**src/rtl/online_mult_operand_gen.sv**
```systemverilog
// online_mult_operand_gen
//   Operand feeder for a radix-2 online multiplier slice. It takes one
//   signed digit of X and one of Y per iteration and keeps the on-the-fly
//   appended operands X[j] and Y[j-1]. It registers the selected multiples
//   and their negation carries behind a valid/ready handshake, then appends
//   ONLINE_DELAY flush iterations.
//
//   Optional build macro: ONLINE_MULT_OPGEN_DIGIT_CHECK_EN adds the sticky
//   err_digit output, which flags an accepted digit encoded as 11.
//
// Ports
//   clk, rst_n          clock, asynchronous active-low reset
//   start               begin a new multiplication (honoured in IDLE only)
//   in_valid/in_ready   digit pair handshake
//   x_digit, y_digit    signed digits {plus,minus}: 10=+1, 01=-1, 00/11=0
//   out_valid/out_ready output register handshake
//   x_sel, y_sel        Y[j-1]*x_j and X[j]*y_j (ones-complemented for -1)
//   cin1, cin2          negation carries for x_sel / y_sel
//   z_emit              iteration index >= ONLINE_DELAY
//   last                final iteration of the operation
//   busy                FSM not in IDLE
//
// State | meaning
//   IDLE  | waiting for start; X/Y hold the previous operands
//   RUN   | accepting digit pairs 1..N
//   FLUSH | emitting ONLINE_DELAY zero iterations
module online_mult_operand_gen #(
  parameter int FULL_WIDTH   = 21,
  parameter int PRECISION    = 16,
  parameter int ONLINE_DELAY = 3
) (
  input  logic                  clk,
  input  logic                  rst_n,
  input  logic                  start,
  input  logic                  in_valid,
  output logic                  in_ready,
  input  logic [1:0]            x_digit,
  input  logic [1:0]            y_digit,
  output logic                  out_valid,
  input  logic                  out_ready,
  output logic [FULL_WIDTH-1:0] x_sel,
  output logic [FULL_WIDTH-1:0] y_sel,
  output logic                  cin1,
  output logic                  cin2,
  output logic                  z_emit,
  output logic                  last,
  output logic                  busy
`ifdef ONLINE_MULT_OPGEN_DIGIT_CHECK_EN
  ,
  output logic                  err_digit
`endif
);

  localparam int F     = FULL_WIDTH - 2;
  localparam int TOTAL = PRECISION + ONLINE_DELAY;
  localparam int CW    = $clog2(TOTAL + 1);

  typedef enum logic [1:0] {IDLE, RUN, FLUSH} state_t;

  state_t                state, state_nxt;
  logic [FULL_WIDTH-1:0] x_acc, y_acc, x_acc_nxt, y_acc_nxt;
  logic [CW-1:0]         cnt, cnt_nxt;
  logic                  load;
  logic [FULL_WIDTH-1:0] x_sel_nxt, y_sel_nxt;
  logic                  cin1_nxt, cin2_nxt;
  logic                  reg_free, accept;
  logic                  x_pos, x_neg, y_pos, y_neg;
  logic [FULL_WIDTH-1:0] weight;

  // 11 is neither +1 nor -1, so it falls through as a zero digit.
  assign x_pos = (x_digit == 2'b10);
  assign x_neg = (x_digit == 2'b01);
  assign y_pos = (y_digit == 2'b10);
  assign y_neg = (y_digit == 2'b01);

  assign reg_free = !out_valid || out_ready;
  assign in_ready = (state == RUN) && reg_free;
  assign accept   = in_ready && in_valid;
  assign busy     = (state != IDLE);

  // Digit j = cnt+1 carries weight 2^-j, i.e. bit F-j. Only used in RUN,
  // where cnt < PRECISION <= F keeps the shift in range.
  assign weight = FULL_WIDTH'(1) << (F - 1 - int'(cnt));

  always_comb begin
    state_nxt = state;
    x_acc_nxt = x_acc;
    y_acc_nxt = y_acc;
    cnt_nxt   = cnt;
    load      = 1'b0;
    x_sel_nxt = '0;
    y_sel_nxt = '0;
    cin1_nxt  = 1'b0;
    cin2_nxt  = 1'b0;
    case (state)
      IDLE: begin
        if (start) begin
          state_nxt = RUN;
          x_acc_nxt = '0;
          y_acc_nxt = '0;
          cnt_nxt   = '0;
        end
      end
      RUN: begin
        if (accept) begin
          // X is appended first so y_sel sees X[j]; x_sel sees Y[j-1].
          x_acc_nxt = x_pos ? x_acc + weight : (x_neg ? x_acc - weight : x_acc);
          x_sel_nxt = x_pos ? y_acc : (x_neg ? ~y_acc : '0);
          y_sel_nxt = y_pos ? x_acc_nxt : (y_neg ? ~x_acc_nxt : '0);
          cin1_nxt  = x_neg;
          cin2_nxt  = y_neg;
          y_acc_nxt = y_pos ? y_acc + weight : (y_neg ? y_acc - weight : y_acc);
          load      = 1'b1;
          cnt_nxt   = cnt + CW'(1);
          if (cnt == CW'(PRECISION - 1)) state_nxt = FLUSH;
        end
      end
      FLUSH: begin
        if (reg_free) begin
          load    = 1'b1;
          cnt_nxt = cnt + CW'(1);
          if (cnt == CW'(TOTAL - 1)) state_nxt = IDLE;
        end
      end
      default: state_nxt = IDLE;
    endcase
  end

  always_ff @(posedge clk or negedge rst_n) begin
    if (!rst_n) begin
      state <= IDLE;
      x_acc <= '0;
      y_acc <= '0;
      cnt   <= '0;
    end else begin
      state <= state_nxt;
      x_acc <= x_acc_nxt;
      y_acc <= y_acc_nxt;
      cnt   <= cnt_nxt;
    end
  end

  // Output register: reloads on push (also when popped in the same cycle),
  // otherwise holds every field until the consumer takes it.
  always_ff @(posedge clk or negedge rst_n) begin
    if (!rst_n) begin
      out_valid <= 1'b0;
      x_sel     <= '0;
      y_sel     <= '0;
      cin1      <= 1'b0;
      cin2      <= 1'b0;
      z_emit    <= 1'b0;
      last      <= 1'b0;
    end else if (load) begin
      out_valid <= 1'b1;
      x_sel     <= x_sel_nxt;
      y_sel     <= y_sel_nxt;
      cin1      <= cin1_nxt;
      cin2      <= cin2_nxt;
      z_emit    <= (cnt >= CW'(ONLINE_DELAY));
      last      <= (cnt == CW'(TOTAL - 1));
    end else if (out_ready) begin
      out_valid <= 1'b0;
    end
  end

`ifdef ONLINE_MULT_OPGEN_DIGIT_CHECK_EN
  always_ff @(posedge clk or negedge rst_n) begin
    if (!rst_n) begin
      err_digit <= 1'b0;
    end else if (state == IDLE && start) begin
      err_digit <= 1'b0;
    end else if (accept && (x_digit == 2'b11 || y_digit == 2'b11)) begin
      err_digit <= 1'b1;
    end
  end
`endif

endmodule

```
**config.mk**
```make
export PLATFORM = sky130hd
export DESIGN_NAME = online_mult_operand_gen
export DESIGN_NICKNAME = d
export VERILOG_FILES = /design/src/rtl/online_mult_operand_gen.sv
export SDC_FILE = /design/constraint.sdc
export NUM_CORES = 1
export LEC_CHECK = 0
export CORE_UTILIZATION = 45
export DETAILED_ROUTE_END_ITERATION = 7
export SETUP_SLACK_MARGIN = 0.2
export SLEW_MARGIN = 20
export SYNTH_ARGS = -nofsm -noshare
export SYNTH_HDL_FRONTEND = slang
export SYNTH_SLANG_ARGS = --single-unit
```
**constraint.sdc**
```tcl
create_clock -name clk -period 9.5 [get_ports clk]
set_input_delay 2.375 -clock clk [delete_from_list [all_inputs] [get_ports clk]]
set_output_delay 2.375 -clock clk [all_outputs]
set_load 0.03 [all_outputs]
```
== Word-level counts from Yosys, hierarchy flattened ==
Index checks and enable logic that the tools add are counted.
W data, S select, Z words.
Cells by class
  div/mod/pow operators: 0
  reductions and logical operators: 13
  mux-type cells: 36
  multiply operators: 0
  shift-type cells: 1
  $add $sub $neg: 6
  bitwise gates (word level): 2
  equal/unequal tests: 14
  order comparisons: 1
Operators by type and width (count)
  $mux W21: 15
  $pmux W21 S2: 2
  $add A21 B21 Y21: 2
  $not A21 Y21: 2
  $sub A21 B21 Y21: 2
  $shl A1 B32 Y21 const A: 1
  $mux W5: 3
  $pmux W5 S3: 1
  $mux W2: 5
  $mux W1: 8
  $ne A2 B2 Y1 const B: 4
  $reduce_and A4 Y1: 2
  $eq A2 B1 Y1 const B: 3
  $eq A2 B2 Y1 const B: 3
  $pmux W2 S3: 1
  $reduce_bool A2 Y1: 3
  $sub A5 B5 Y6 const A: 1
  $add A5 B1 Y5 const B: 1
  $eq A5 B4 Y1 const B: 1
  $eq A5 B5 Y1 const B: 1
  $ge A5 B2 Y1 const B: 1
  $reduce_and A5 Y1: 1
  $ne A3 B3 Y1 const B: 1
  $reduce_and A3 Y1: 1
  7 further kinds: 8
Word-level totals
  bits in registers: 96
  memories kept: 0
  memory bits (writable): 0
  output and inout port bits: 49
  word-level logic and storage cells: 84
  bits in latches: 0
  bits in read-only memories: 0

== Depth between registers and ports, before layout ==
  word-level depth: 10
  mapped depth: 22
  mapped depth without buffers: 21

== Least setup slack after synthesis ==
Ideal clock, no wire load.
  kind: in2reg
  start: input port y_digit[0]
  end: register y_acc[19]
  setup slack: 3.779 ns
  path buffers: 2
  library setup time: 0.121 ns
  arrival time: 5.600 ns
  cell stages on the path: 16
  cell sequence: inv_1 > ha_1 > clkbuf_1 > clkbuf_1 > mux2_2 > ha_1 > a21o_1 > a21oi_2 > o211a_1 > nor3_1 > o41a_1 > a2111oi_0 > nor3_1 > a31oi_1 > xnor2_1 > a22o_1
Between the ends
  cells in the longest elaborated chain, start to end: 4
Ends and longest elaborated chain
  from (decl): line 38  | input logic [1:0] y_digit,
  $eq A2 B2 Y1: line 73  | assign y_pos = (y_digit == 2'b10);
  $mux W21: line 112  | y_acc_nxt = y_pos ? y_acc + weight : (y_neg ? y_acc - weight : y_acc);
  $mux W21: line 105  | if (accept) begin
  $pmux W21 S2: line 95  | case (state)
  to (signal assigned): line 138  | y_acc <= y_acc_nxt;
  to (decl): line 61  | logic [FULL_WIDTH-1:0] x_acc, y_acc, x_acc_nxt, y_acc_nxt;
Several ways; a longest one is shown, not always the timed one. The select of a mux whose other input is x is not followed.
A chain may end at the register's enable or synchronous reset.

== Worst setup path in the final report ==
Ends and elaborated chain as after synthesis.

==> run metrics <==
Hold Path Origin=x_sel[17]; hold path depth=2; Die W=137 um; unrepaired setup endpoints after global routing=false; Logic pwr share=63.7%; met3 GRT Util=3.63%; vias in the first global route=7016; worst flop-to-flop path startpoint=cnt[0]; CTS resizes=0; DRT iter0 DRCs=629; critical path's top delay family=compound AO/OA/AOI/OAI gates; pin count of the biggest net entering global routing=68; Hold Vio Cnt, Final=0; I/O pin count=a little under 60; worst endpoint data arrival time=6680 ps; Min-Delay Path Class=flip-flop to flip-flop; P per Cell Area=320 nW/um2; first-pass GRT wire length=between 30 and 40 mm; leak pwr=4.43 nW; Detailed Routing Iterations Pass 1=5; Peak supply drop=roughly 190 uV; Layout area overhead=12.6%; Worst R2R Setup Slack=4140 ps; Vias/cell=about 5.9; initial core utilization=46.6%; clock buffer depth=2; row cnt=48; cell count after synthesis=1024; # setup viols final=0; Int Pwr=1.50 mW; Worst Path Buf+Inv=3; crit path kind=input port to flip-flop; post-synth top area share=29.4%; CP cell instances=clkdlybuf4s50_1 > inv_1 > ha_1 > buf_4 > mux2_2 > ha_1 > a21o_1 > a21oi_2 > o211a_1 > nor3_1 > o41a_1 > a2111oi_0 > nor3_1 > a31oi_1 > xnor2_1 > a22o_1; Rel. slew slack=a little over a quarter; HPWL after detailed placement=16.7 mm; Port Buffer Count=57; dominant cell type by area after synthesis=dfrtp_1; CP required=9750 ps; # DRC=0; CTS tree=done; worst-skew pair later-pin latency=between 300 and 400 ps; Max stage delay on crit path=590 ps; GR Util met2=roughly 40%; minimum clock period=approximately 6400 ps; max-slew violation count=0; busiest layer in global routing=met2; cell with the most instances after synthesis=nand2_1; initial antenna violation count=1; highest clock rate=between 150 and 200 MHz; Avg Cell Area, Syn=7.97 um2; TritonCTS Buffers=9; FF-to-FF End=y_acc[19]; Place WS=approximately 2700 ps; Hold EP=x_sel[17]; hold_buf cts=0; htree depth=3; Synth Register Bits=96; status=complete, no violations; Worst Slack Setup Final=between 3000 and 4000 ps; via count=7504; switching share of power=49.2%; syn nets=roughly 1.1k; clock share of power=about an eighth; Area contributors post-synth=dfrtp_1, ha_1, nand2_1, a21oi_1, o21ai_0; Slew @ Worst Pin=1090 ps; CTS Sinks=96; GRT Residual Overflow=0; period utilization=67.7%; Max Cap Viol=0; clk_skew=between 8 and 9 ps; Post-synth EDFFs=0; Main synth FF type=dfrtp_1; FF/Latch Area=2400 um2; yosys warns=0; R2R depth=18; Seq pwr share=23.5%; area of the multi-input gates=5340 um2; share of layout cells above drive strength 1=between 5 and 6%; WL/cell=18.1 um; top fanout value on the critical path=25; sw power=1.45 mW; antenna-violating nets left=0; all-layer global routing usage=26.1%; Nets=1139; final WL=23.1 mm; crit start category=input port; Sum Neg Setup Slack=0 ps; Die ar.=18700 um2; Clock transition at path regs=80 ps; ys async rst share=100%; most frequent cells after synthesis=nand2_1, a21oi_1, dfrtp_1; setup bufs post-CTS=0; Die Y=137 um; sequential fraction of the synthesis area=29.4%; synth unique cells=between 70 and 80; Slowest-stage cell, CP=ha_1; post-synthesis cell area=between 8000 and 9000 um2; Core Region=17500 um2; fillers=around 1.7k; CP Capture Type=flip-flop; routability cong.=approximately 0.92; GRT met1 Usage=approximately two fifths; n_diodes=0; clk root buf=clkbuf_16
==> through the flow <==
stage	hold WS (ps)	utilization (%)	power [mW]	instances	cell area (um2)
finish	478	52.4	2.94	1279	9190
global route	494	52.4	3.18	1279	9190
CTS	487	52.4	2.94	1279	9190
detailed placement	469	50.7	2.55	1263	8890
global placement	462	50.7	2.55	1263	8890
floorplan	471	-	2.02	1024	8170
==> cell type report <==
class	instances	share of cell area, %
Inverter	58	2.37
Multi-Input combinational cell	816	58.1
Clock inverter	5	0.504
Clock buffer	11	2.75
Sequential cell	96	26.1
Tap cell	225	3.06
Timing Repair Buffer	68	7.08
==> worst max path at each step <==
stage	from	end	slack, ps	cells past startpoint
after floorplan	y_digit[0]	y_acc[19]	3780	16
after global placement	y_digit[0]	y_acc[19]	2760	16
after detailed placement	y_digit[0]	y_acc[19]	2700	16
after CTS	y_digit[0]	y_acc[19]	3060	16
after global routing	y_digit[0]	y_acc[19]	2810	16
final	y_digit[0]	y_acc[19]	3070	16
==> sequential cells by signal (all words and copies together) (netlist names) <==
signal     flops
state          2
y_sel         21
z_emit         1
out_valid      1
y_acc         21
cnt            5
x_sel         21
cin2           1
cin1           1
last           1
x_acc         21
==> power by group through the flow <==
| stage | combinational [mW] | sequential [mW] | clock (mW) |
|---|---|---|---|
| after detailed placement | 1.85 | 0.698 | 0 |
| after CTS | 1.86 | 0.691 | 0.388 |
| after global routing | 2.06 | 0.715 | 0.400 |
| after floorplan | 1.18 | 0.840 | 0 |
| final | 1.87 | 0.692 | 0.378 |
| after global placement | 1.86 | 0.694 | 0 |
==> logic make-up (layout without fill, tap and decap cells) <==
logic type	after synthesis	count (layout)	share of synthesized area [%]
DFF	96	96	29.4
xor gates and xnor gates	36	36	3.86
AOI/OAI and AO/OA	345	345	27.4
and+or+nand+nor	323	323	17.6
muxes	31	31	3.86
adders and majority gates	81	81	12.7
buffers and inverters	112	142	5.21
==> layout by cell type, fill, tap and decap left out, drive strengths merged, types with 22 or more instances in the layout <==
master           n
nand2          132
a21oi           98
dfrtp           96
o21ai           92
nor2            91
ha              78
inv             61
clkdlybuf4s50   56
xnor2           28
mux2i           27
a22o            22
==> layer usage <==
layer / up-vias / share of wire [%]
met2: 160 / 44
met5: - / 0.056
met1: 3604 / 51
li1: 3715 / -
met4: 2 / 1.7
met3: 23 / 3.9
==> tightest hold or removal path: cells and delay by family, from the launching register on <==
| family | cells | cell delay, ps |
|---|---|---|
| compound gates | 1 | 60 |
| flops | 1 | 350 |
| simple gates | 1 | 40 |
No activity file was read; power rests on OpenSTA's default activity.
